--- src/rtl/gemm_tile_sched.sv ---
// GEMM tile scheduler: walks an m x n x k GEMM in TILE-sized steps and
// issues one command per tile to a systolic engine, waiting for each tile
// to complete before offering the next.
//
// state | meaning
// ------+---------------------------------------------------------------
// IDLE  | no job; an incoming start latches the dimensions and tile 0
// ISSUE | cmd_valid high, command fields frozen until cmd_ready
// WAIT  | command accepted; waiting for the engine's tile_done pulse
// DONE  | one-cycle done pulse, then back to IDLE
module gemm_tile_sched #(
    parameter int TILE  = 8,
    parameter int DIM_W = 16
) (
    input  logic                      clk,
    input  logic                      rst,
    input  logic                      start,
    input  logic [DIM_W-1:0]          m,
    input  logic [DIM_W-1:0]          n,
    input  logic [DIM_W-1:0]          k,
    output logic                      cmd_valid,
    input  logic                      cmd_ready,
    output logic [DIM_W-1:0]          cmd_row0,
    output logic [DIM_W-1:0]          cmd_col0,
    output logic [DIM_W-1:0]          cmd_k0,
    output logic [$clog2(TILE):0]     cmd_rows,
    output logic [$clog2(TILE):0]     cmd_cols,
    output logic [$clog2(TILE):0]     cmd_kdepth,
    output logic                      cmd_first_k,
    output logic                      cmd_last_k,
    input  logic                      tile_done,
    output logic                      busy,
    output logic                      done,
    output logic                      err,
    output logic [31:0]               tiles_issued
);

    localparam int CW = $clog2(TILE) + 1;

    localparam logic [1:0] ST_IDLE  = 2'd0;
    localparam logic [1:0] ST_ISSUE = 2'd1;
    localparam logic [1:0] ST_WAIT  = 2'd2;
    localparam logic [1:0] ST_DONE  = 2'd3;

    // TILE in the three widths it is compared against
    localparam logic [DIM_W-1:0] TILE_D = DIM_W'(TILE);
    localparam logic [DIM_W:0]   TILE_W = (DIM_W+1)'(TILE);
    localparam logic [CW-1:0]    TILE_C = CW'(TILE);

    logic [1:0]       state_q, state_d;
    logic [DIM_W-1:0] m_q, n_q, k_q;
    logic [DIM_W-1:0] m_eff, n_eff, k_eff;

    logic             hs;
    logic             start_acc;
    logic             wait_done;

    logic [DIM_W:0]   k_nx, c_nx, r_nx;
    logic             k_wrap, c_wrap, r_wrap;
    logic             last_tile;

    logic [DIM_W-1:0] ld_mdim, ld_ndim, ld_kdim;
    logic [DIM_W-1:0] ld_row, ld_col, ld_k;
    logic [CW-1:0]    ld_rows, ld_cols, ld_kdepth;
    logic             ld_first, ld_last;
    logic             load_cmd;

    // Extent of a tile starting at origin: min(TILE, dim - origin), computed
    // one bit wider so large dimensions never wrap.
    function automatic logic [CW-1:0] extent(input logic [DIM_W-1:0] dim,
                                             input logic [DIM_W-1:0] origin);
        logic [DIM_W:0] rem;
        rem = {1'b0, dim} - {1'b0, origin};
        if (rem >= TILE_W)
            return TILE_C;
        else
            return rem[CW-1:0];
    endfunction

    assign hs        = cmd_valid && cmd_ready;
    assign start_acc = start && (state_q == ST_IDLE);
    assign wait_done = tile_done && (state_q == ST_WAIT);

    assign cmd_valid = (state_q == ST_ISSUE);
    assign busy      = (state_q != ST_IDLE);
    assign done      = (state_q == ST_DONE);

    // A zero dimension means one full tile
    always_comb begin
        m_eff = (m == '0) ? TILE_D : m;
        n_eff = (n == '0) ? TILE_D : n;
        k_eff = (k == '0) ? TILE_D : k;
    end

    // Successor of the tile currently held in the command registers
    always_comb begin
        k_nx      = {1'b0, cmd_k0}   + TILE_W;
        c_nx      = {1'b0, cmd_col0} + TILE_W;
        r_nx      = {1'b0, cmd_row0} + TILE_W;
        k_wrap    = (k_nx >= {1'b0, k_q});
        c_wrap    = (c_nx >= {1'b0, n_q});
        r_wrap    = (r_nx >= {1'b0, m_q});
        last_tile = k_wrap && c_wrap && r_wrap;
    end

    // Values to load into the command registers: tile 0 of the new job on
    // start, otherwise the successor tile (K innermost, then col, then row)
    always_comb begin
        if (state_q == ST_IDLE) begin
            ld_mdim = m_eff;
            ld_ndim = n_eff;
            ld_kdim = k_eff;
            ld_row  = '0;
            ld_col  = '0;
            ld_k    = '0;
        end else begin
            ld_mdim = m_q;
            ld_ndim = n_q;
            ld_kdim = k_q;
            ld_k    = k_wrap ? '0 : k_nx[DIM_W-1:0];
            if (!k_wrap)
                ld_col = cmd_col0;
            else if (c_wrap)
                ld_col = '0;
            else
                ld_col = c_nx[DIM_W-1:0];
            ld_row  = (k_wrap && c_wrap) ? r_nx[DIM_W-1:0] : cmd_row0;
        end
        ld_rows   = extent(ld_mdim, ld_row);
        ld_cols   = extent(ld_ndim, ld_col);
        ld_kdepth = extent(ld_kdim, ld_k);
        ld_first  = (ld_k == '0);
        ld_last   = (({1'b0, ld_k} + TILE_W) >= {1'b0, ld_kdim});
        load_cmd  = start_acc || (wait_done && !last_tile);
    end

    // Next-state logic
    always_comb begin
        state_d = state_q;
        case (state_q)
            ST_IDLE:  if (start)     state_d = ST_ISSUE;
            ST_ISSUE: if (hs)        state_d = ST_WAIT;
            ST_WAIT:  if (tile_done) state_d = last_tile ? ST_DONE : ST_ISSUE;
            ST_DONE:                 state_d = ST_IDLE;
            default:                 state_d = ST_IDLE;
        endcase
    end

    // State, job registers, command registers and status
    always_ff @(posedge clk) begin
        if (rst) begin
            state_q      <= ST_IDLE;
            m_q          <= '0;
            n_q          <= '0;
            k_q          <= '0;
            cmd_row0     <= '0;
            cmd_col0     <= '0;
            cmd_k0       <= '0;
            cmd_rows     <= '0;
            cmd_cols     <= '0;
            cmd_kdepth   <= '0;
            cmd_first_k  <= 1'b0;
            cmd_last_k   <= 1'b0;
            err          <= 1'b0;
            tiles_issued <= '0;
        end else begin
            state_q <= state_d;

            if (start_acc) begin
                m_q          <= m_eff;
                n_q          <= n_eff;
                k_q          <= k_eff;
                tiles_issued <= '0;
                // a stray tile_done in the very launch cycle still counts
                err          <= tile_done;
            end else if (tile_done && (state_q != ST_WAIT)) begin
                err <= 1'b1;
            end

            if (hs)
                tiles_issued <= tiles_issued + 32'd1;

            if (load_cmd) begin
                cmd_row0    <= ld_row;
                cmd_col0    <= ld_col;
                cmd_k0      <= ld_k;
                cmd_rows    <= ld_rows;
                cmd_cols    <= ld_cols;
                cmd_kdepth  <= ld_kdepth;
                cmd_first_k <= ld_first;
                cmd_last_k  <= ld_last;
            end
        end
    end

endmodule

--- config.mk ---
export PLATFORM = sky130hd
export DESIGN_NAME = gemm_tile_sched
export DESIGN_NICKNAME = d
export VERILOG_FILES = /design/src/rtl/gemm_tile_sched.sv
export SDC_FILE = /design/constraint.sdc
export NUM_CORES = 1
export LEC_CHECK = 0
export BUFFER_PORTS_ARGS = -buffer_cell sky130_fd_sc_hd__clkbuf_2
export CORE_UTILIZATION = 40
export CTS_CLUSTER_DIAMETER = 150
export DETAILED_ROUTE_END_ITERATION = 8
export PLACE_DENSITY = 0.63
export SETUP_SLACK_MARGIN = 0.15
export SLEW_MARGIN = 0
export SYNTH_ARGS = -nofsm -noshare
export SYNTH_HDL_FRONTEND = slang
export SYNTH_SLANG_ARGS = --single-unit
--- constraint.sdc ---
create_clock -name clk -period 5.6 [get_ports clk]
set_input_delay 0.56 -clock clk [delete_from_list [all_inputs] [get_ports clk]]
set_output_delay 0.56 -clock clk [all_outputs]
set_load 0.005 [all_outputs]
==> results of run 1 <==
critical path: cells and delay by family, from the launching register on:
kind / cells / cell delay (ns)
AND/OR/NAND/NOR: 11 / 2.23
AO/OA/AOI/OAI: 6 / 1.02
buffers and inverters: 4 / 0.64
adder cells (fa/ha/maj): 2 / 0.51
flip-flops: 1 / 0.33
XOR/XNOR: 2 / 0.30
multiplexers: 1 / 0.26
report_power, final:
group / switching (uW) / internal [uW]
sequential: 19.8 / 1060
combinational: 638 / 410
clock: 483 / 713
total: 1140 / 2180
synthesized netlist by cell type (5+ instances only):
cell type	number
nand2b_1	18
a311oi_1	7
a21o_1	11
or4_1	5
mux2i_1	24
clkbuf_1	50
nand4_1	28
o211ai_1	5
xor2_1	32
a31oi_1	17
o21a_1	22
or3_1	9
and3_1	25
nor3_1	33
and4_1	7
nor2b_1	13
and2_1	18
nor4_1	18
o21ai_0	87
nor2_1	118
xnor2_1	36
a21oi_1	159
mux2_2	9
o21ai_1	10
nand2_1	270
buf_1	6
dfxtp_1	145
nand3_1	84
a211oi_1	15
or2_2	18
inv_1	115
ha_1	117
o31ai_1	16
what timing repair did:
item,4_1_cts,5_1_grt
gates resized for setup,12,105
endpoints found under the setup margin,8,13
gates cloned,0,1
setup buffers,5,27
pin swaps,9,55
flip-flops by register name (all words and copies together), names as in the netlist:
name          flops
cmd_cols          4
cmd_row0         16
k_q              16
cmd_rows          4
cmd_kdepth        4
cmd_col0         16
tiles_issued     32
m_q              16
cmd_last_k        1
err               1
cmd_first_k       1
cmd_k0           16
n_q              16
state_q           2
logic make-up (layout without fill, tap and decap cells):
group           count (synthesis)  in the layout  synth area share
simple gates                  678            678             0.272
compound gates                400            400             0.210
buf+inv                       184            418            0.0624
flops                         145            145             0.247
fa+ha+maj                     120            120             0.130
xor+xnor                       68             68            0.0507
mux                            33             33            0.0291
how the worst max path moves through the flow:
| stage | depth (start not counted) | slack, ns | from | end |
|---|---|---|---|---|
| after floorplan | 25 | 0.15 | cmd_k0[6]$_SDFFE_PP0P_ | cmd_cols[0]$_SDFFE_PP0P_ |
| after CTS | 29 | 0.15 | cmd_col0[5]$_SDFFE_PP0P_ | cmd_cols[0]$_SDFFE_PP0P_ |
| after detailed placement | 28 | 0.03 | cmd_col0[7]$_SDFFE_PP0P_ | cmd_cols[0]$_SDFFE_PP0P_ |
| final | 26 | 0.20 | cmd_col0[7]$_SDFFE_PP0P_ | cmd_rows[0]$_SDFFE_PP0P_ |
| after global routing | 28 | -0.04 | cmd_col0[7]$_SDFFE_PP0P_ | cmd_rows[2]$_SDFFE_PP0P_ |
| after global placement | 29 | 0.15 | cmd_col0[8]$_SDFFE_PP0P_ | cmd_cols[1]$_SDFFE_PP0P_ |
through the flow:
step	util	std cells	hold WS [ns]	area (um^2)	setup slack (ns)
floorplan	-	1628	0.436	11800	0.151
global placement	0.464	2181	0.441	13400	0.146
detailed placement	0.464	2181	0.447	13400	0.0257
CTS	0.488	2218	0.354	14000	0.149
global route	0.511	2246	0.370	14700	-0.0422
finish	0.511	2246	0.371	14700	0.196
area by class of cell:
class,instances,area share
tap,384,0.0327
inverter,118,0.0303
clock inverter,9,0.00707
timing repair buffer,268,0.114
multi-input combinational,1299,0.583
clock buffer,23,0.0339
sequential,145,0.199
metal layers:
metal  GRT usage  vias up  routed length, um
li1            -     6192                  -
met4      0.0701        0                718
met3      0.0410       47               2170
met2       0.419      381              18400
met5           0        -                  0
met1       0.341     5954              18300
==> metrics.csv, run 1 <==
stage,metric,value,unit
synth,async_flop_share,0,
sta,hold_viol,0,
cts,clkSlewWorstSetupHoldPaths,0.07,ns
global_route,grt_pass1_vias,11600,
cts,htreeDepth,4,
power,p_total,3320,uW
floorplan,start_util,0.409,
setup_path,r2r_end,cmd_rows[0]$_SDFFE_PP0P_,
setup_path,max_stage_delay,0.33,ns
setup_path,crit_type,reg -> reg,
synth,syn_inst,1628,
floorplan,coreArea,0.0288,mm^2
global_route,antenna_found_initial,0,
route,postRouteAntennaNets,0,
synth,synth_seq_area_share,0.247,
placed_design,gp_congestion,0.926,
synth,netlist.area_leader.share,0.247,
power,p_per_area,226,mW/mm^2
setup_path,crit_arrival,5.76,ns
setup_path,cp_max_fo,7,
sta,finalMaxSlewViolations,0,
min_path,min_to,m_q[6]$_SDFFE_PP0P_,
cts,cts_tree,yes,
min_path,min_path_type,in -> reg,
finish,nets,2022,
synth,yosysWarnings,0,
route,drcViolationCount,0,
synth,synth_nets,1801,
finish,nFillCells,2858,
finish,multi_input_area,0.00857,mm^2
sta,fmax,185,MHz
sta,period_share,0.965,
synth,synth_edf_count,0,
cts,clockRootBuffer,clkbuf_16,
setup_path,r2r_slack,0.20,ns
finish,regArea,0.00292,mm^2
sta,timing.setup.tns,0,ns
route,dr.first_iter.drc_count,833,
global_route,grt_pass1_wl,61500,um
setup_path,ff2ff_path_depth,26,
min_path,hold_start,m[6],
sta,worst_pin_slew,0.928,ns
floorplan,dieArea,0.0301,mm^2
synth,syn_area,0.0118,mm^2
cts,clockBufferDepth,2,
finish,final_common_cell,nand2_1,
synth,ys_types,78,
cts,numCtsBuffers,17,
cts,hold_buffers,0,
floorplan,fp.dieH,173,um
synth,synth_ff_type,dfxtp_1,
route,routed_wl,39600,um
floorplan,top_level_ports,151,
floorplan,num_rows,62,
setup_path,cp_slowest_cell,dfxtp_2,
placed_design,port_buffers,150,
setup_path,r2r_start,cmd_col0[7]$_SDFFE_PP0P_,
flow_run,max_cap_viol_count,0,
synth,synthTopCellsByArea,"dfxtp_1, ha_1, nand2_1, a21oi_1, nor2_1",
finish,final_cell_mix,"nand2_1, a21oi_1, clkbuf_2",
setup_path,worst_setup_path_start_kind,flop,
setup_path,end_kind,flop,
cts,clk_latency,0.45,ns
global_route,grt_usage,0.254,
synth,avgSynthCellArea,7.22,um^2
finish,syn_to_final_growth,25.0,%
route,viasPerCell,5.60,
setup_path,cp.required,5.95,ns
global_route,gr-total-overflow,0,
sta,fin_crit,5.40,ns
floorplan,die_x,173,um
power,vdd_drop_max,239,uV
route,dr.pass1.iters,6,
sta,finalSetupViolations,0,
route,vias,12600,
finish,drive_above_1_share,0.231,
route,routedWlPerCell,17.6,um
sta,relSlewSlack,0.382,
sta,rsz0062_at_grt,yes,
finish,antenna_cells,0,
min_path,hold_depth,3,
global_route,grt_max_degree,76,
power,power.leakage,0.00637,uW
sta,skew,0.0150,ns
status,status,finished clean,
setup_path,crit_path_frequent_cell,nand4_1,
synth,ys_ff_latch,145,
placed_design,dpl.hpwl,29400,um
synth,synth_top_cell_by_area,dfxtp_1,
cts,cts_sinks,145,
Note: power is estimated with default switching activity, not from simulation.
==> run 2, diff against run 1 <==
Settings changed: ABC_AREA from default to 1.
==> run 2 against run 1 <==
Sequential cell count stayed put. Sequential share of layout area is 0.51 points higher. Cell count is 2.5% higher. Clock skew is 0.0024 ns lower. Utilization is 1.3 points lower. Clock power is 3% lower. Largest cell class unchanged. Synthesized area is 0.86% lower. Design area is 2.8% lower. Critical path depth is 9 higher. Critical endpoint is now cmd_cols[0]$_SDFFE_PP0P_. Power is 110% higher. First-iteration DRC count is 0.60% lower. Largest power group is now combinational cells.
==> metrics.csv, run 2 <==
stage,metric,value,unit,change
status,status,finished clean,,
synth,synth_nets,1900,,+5.5%
synth,syn_inst,1727,,+6.1%
global_route,gr-total-overflow,0,,unchanged
flow_run,max_cap_viol_count,0,,unchanged
floorplan,top_level_ports,151,,unchanged
setup_path,cp-endpoint,cmd_cols[0]$_SDFFE_PP0P_,,
global_route,grt_usage,0.244,,-0.0102
floorplan,fp.dieH,173,um,-0.43%
route,postRouteAntennaNets,0,,unchanged
route,routed_wl,37400,um,-5.5%
sta,period_share,0.956,,-0.00886
synth,synth_ff_type,dfxtp_1,,
finish,antenna_cells,0,,unchanged
placed_design,gp_congestion,0.914,,-1.3%
finish,nFillCells,2890,,+1.1%
setup_path,worst_setup_path_start_kind,flop,,
global_route,antenna_found_initial,0,,unchanged
cts,hold_buffers,0,,unchanged
finish,final_common_cell,nand2_1,,
floorplan,dieArea,0.0298,mm^2,-0.85%
route,viasPerCell,5.33,,-4.9%
synth,synth_edf_count,0,,unchanged
sta,finalMaxSlewViolations,0,,unchanged
setup_path,cp_slowest_cell,dfxtp_4,,
setup_path,cp-startpoint,cmd_col0[4]$_SDFFE_PP0P_,,
setup_path,cp_max_fo,4,,-3
finish,final_cell_area,0.0143,mm^2,-2.8%
floorplan,coreArea,0.0287,mm^2,-0.27%
min_path,hold_start,k[4],,
setup_path,r2r_slack,0.25,ns,+0.05 ns
finish,syn_to_final_growth,22.6,%,
synth,yosysMostFrequentCell,nand2_1,,
global_route,grt_pass1_vias,11400,,-1.8%
finish,drive_above_1_share,0.205,,-0.0262
synth,ys_types,58,,-26%
route,routedWlPerCell,16.2,um,-7.9%
cts,numCtsBuffers,17,,unchanged
synth,synth_top_cell_by_area,dfxtp_1,,
synth,synth_seq_area_share,0.249,,+0.00215
synth,synthTopCellsByArea,"dfxtp_1, ha_1, nand2_1, inv_1, a21oi_1",,
synth,synth_common_cells,"nand2_1, inv_1, a21oi_1",,
setup_path,crit_arrival,5.71,ns,-0.05 ns
setup_path,cp.required,5.96,ns,about the same
sta,rsz0062_at_grt,yes,,
sta,worst_pin_slew,0.863,ns,-0.0644 ns
global_route,grt_pass1_wl,59100,um,-3.8%
setup_path,crit_path_frequent_cell,buf_6,,
setup_path,end_kind,flop,,
setup_path,r2r_start,cmd_col0[4]$_SDFFE_PP0P_,,
route,vias,12300,,-2.4%
placed_design,port_buffers,150,,unchanged
floorplan,die_x,173,um,-0.43%
power,p_per_area,484,mW/mm^2,+110%
floorplan,start_util,0.406,,-0.00243
cts,clockBufferDepth,2,,unchanged
route,dr.first_iter.drc_count,828,,-0.60%
cts,htreeDepth,4,,unchanged
sta,relSlewSlack,0.425,,+0.0429
finish,multi_input_area,0.00801,mm^2,-6.6%
sta,fmax,187,MHz,+0.93%
cts,clockRootBuffer,clkbuf_16,,
power,power.leakage,0.00653,uW,+2.4%
route,drcViolationCount,0,,unchanged
cts,clkSlewWorstSetupHoldPaths,0.06,ns,about the same
global_route,grt_max_degree,70,,-7.9%
synth,netlist.area_leader.share,0.249,,+0.00215
finish,largest_reg_flops,32,,unchanged
sta,hold_viol,0,,unchanged
finish,regArea,0.00291,mm^2,-0.30%
synth,ys_ff_latch,145,,unchanged
setup_path,max_stage_delay,0.38,ns,+0.05 ns
synth,avgSynthCellArea,6.75,um^2,-6.5%
finish,max_flop_register,tiles_issued,,
sta,skew,0.0127,ns,-0.00237 ns
placed_design,place_area,0.0130,mm^2,-3.0%
synth,syn_area,0.0117,mm^2,-0.86%
min_path,min_path_type,in -> reg,,
setup_path,crit_type,reg -> reg,,
placed_design,dpl.hpwl,28000,um,-4.5%
sta,fin_crit,5.35,ns,-0.0496 ns
synth,yosysWarnings,0,,unchanged
synth,async_flop_share,0,,unchanged
power,vdd_drop_max,266,uV,+12%
cts,clk_latency,0.44,ns,about the same
floorplan,num_rows,62,,unchanged
finish,nets,2079,,+2.8%
route,dr.pass1.iters,7,,+1
cts,cts_sinks,145,,unchanged
setup_path,r2r_end,cmd_cols[0]$_SDFFE_PP0P_,,
setup_path,ff2ff_path_depth,35,,+35%
finish,final_cell_mix,"nand2_1, inv_1, a21oi_1",,
finish,finish.utilization,0.498,,-0.0129
sta,finalSetupViolations,0,,unchanged
cts,cts_tree,yes,,
run 2: worst min path at each step:
| stage | end | cells after the start |
|---|---|---|
| floorplan | k_q[10]$_SDFFE_PP0P_ | 2 |
| global placement | cmd_cols[1]$_SDFFE_PP0P_ | 2 |
| detailed placement | cmd_kdepth[1]$_SDFFE_PP0P_ | 2 |
| CTS | k_q[4]$_SDFFE_PP0P_ | 3 |
| global route | k_q[4]$_SDFFE_PP0P_ | 3 |
| finish | k_q[4]$_SDFFE_PP0P_ | 3 |
run 2: cells by family after synthesis:
logic type / count (synthesis) / share of synthesized area
compound gates: 445 / 0.215
flops: 145 / 0.249
simple gates: 640 / 0.252
xor+xnor: 68 / 0.0511
buf+inv: 309 / 0.102
fa+ha+maj: 120 / 0.131
run 2: worst max-delay path, delay by kind of cell, from the launching register on:
family,cells,cell delay [ns]
and+or+nand+nor,17,2.11
buffers and inverters,8,0.86
adders and majority gates,4,0.85
AOI/OAI and AO/OA,4,0.68
xor gates and xnor gates,2,0.39
DFF,1,0.38
run 2: report_power, final:
group	total, uW	internal, uW	switching (uW)
Sequential	1320	1190	121
Clock	1160	659	501
Combinational	4440	1710	2730
run 2: cell type report:
type,instances,area share
Clock inverter,15,0.0112
Timing Repair Buffer,220,0.0954
Clock buffer,17,0.0298
Inverter,249,0.0657
Tap cell,384,0.0336
Multi-Input combinational cell,1273,0.560
Sequential cell,145,0.204
run 2: what timing repair did:
| action | CTS | global route |
|---|---|---|
| setup endpoints to repair | 8 | 13 |
| cloned | 0 | 2 |
| resized for setup | 16 | 96 |
| buffers inserted | 8 | 19 |
| pin swaps | 13 | 48 |
run 2: layer usage:
metal	track usage	part of all wire	routed length, um
met1	0.322	0.46	17100
met2	0.398	0.47	17500
met3	0.0365	0.045	1690
met5	0	0	0
met4	0.0977	0.030	1110
run 2: through the flow:
stage / instances / hold WS, ns / setup WS (ns) / total power (uW) / setup TNS (ns)
final: 2303 / 0.392 / 0.246 / 6910 / 0
after global routing: 2303 / 0.392 / -0.113 / 7520 / -0.343
after CTS: 2282 / 0.376 / 0.189 / 6430 / 0
after detailed placement: 2242 / 0.469 / -0.154 / 5150 / -0.279
after global placement: 2242 / 0.458 / 0.0224 / 5130 / 0
after floorplan: 1727 / 0.447 / 0.357 / 4110 / 0
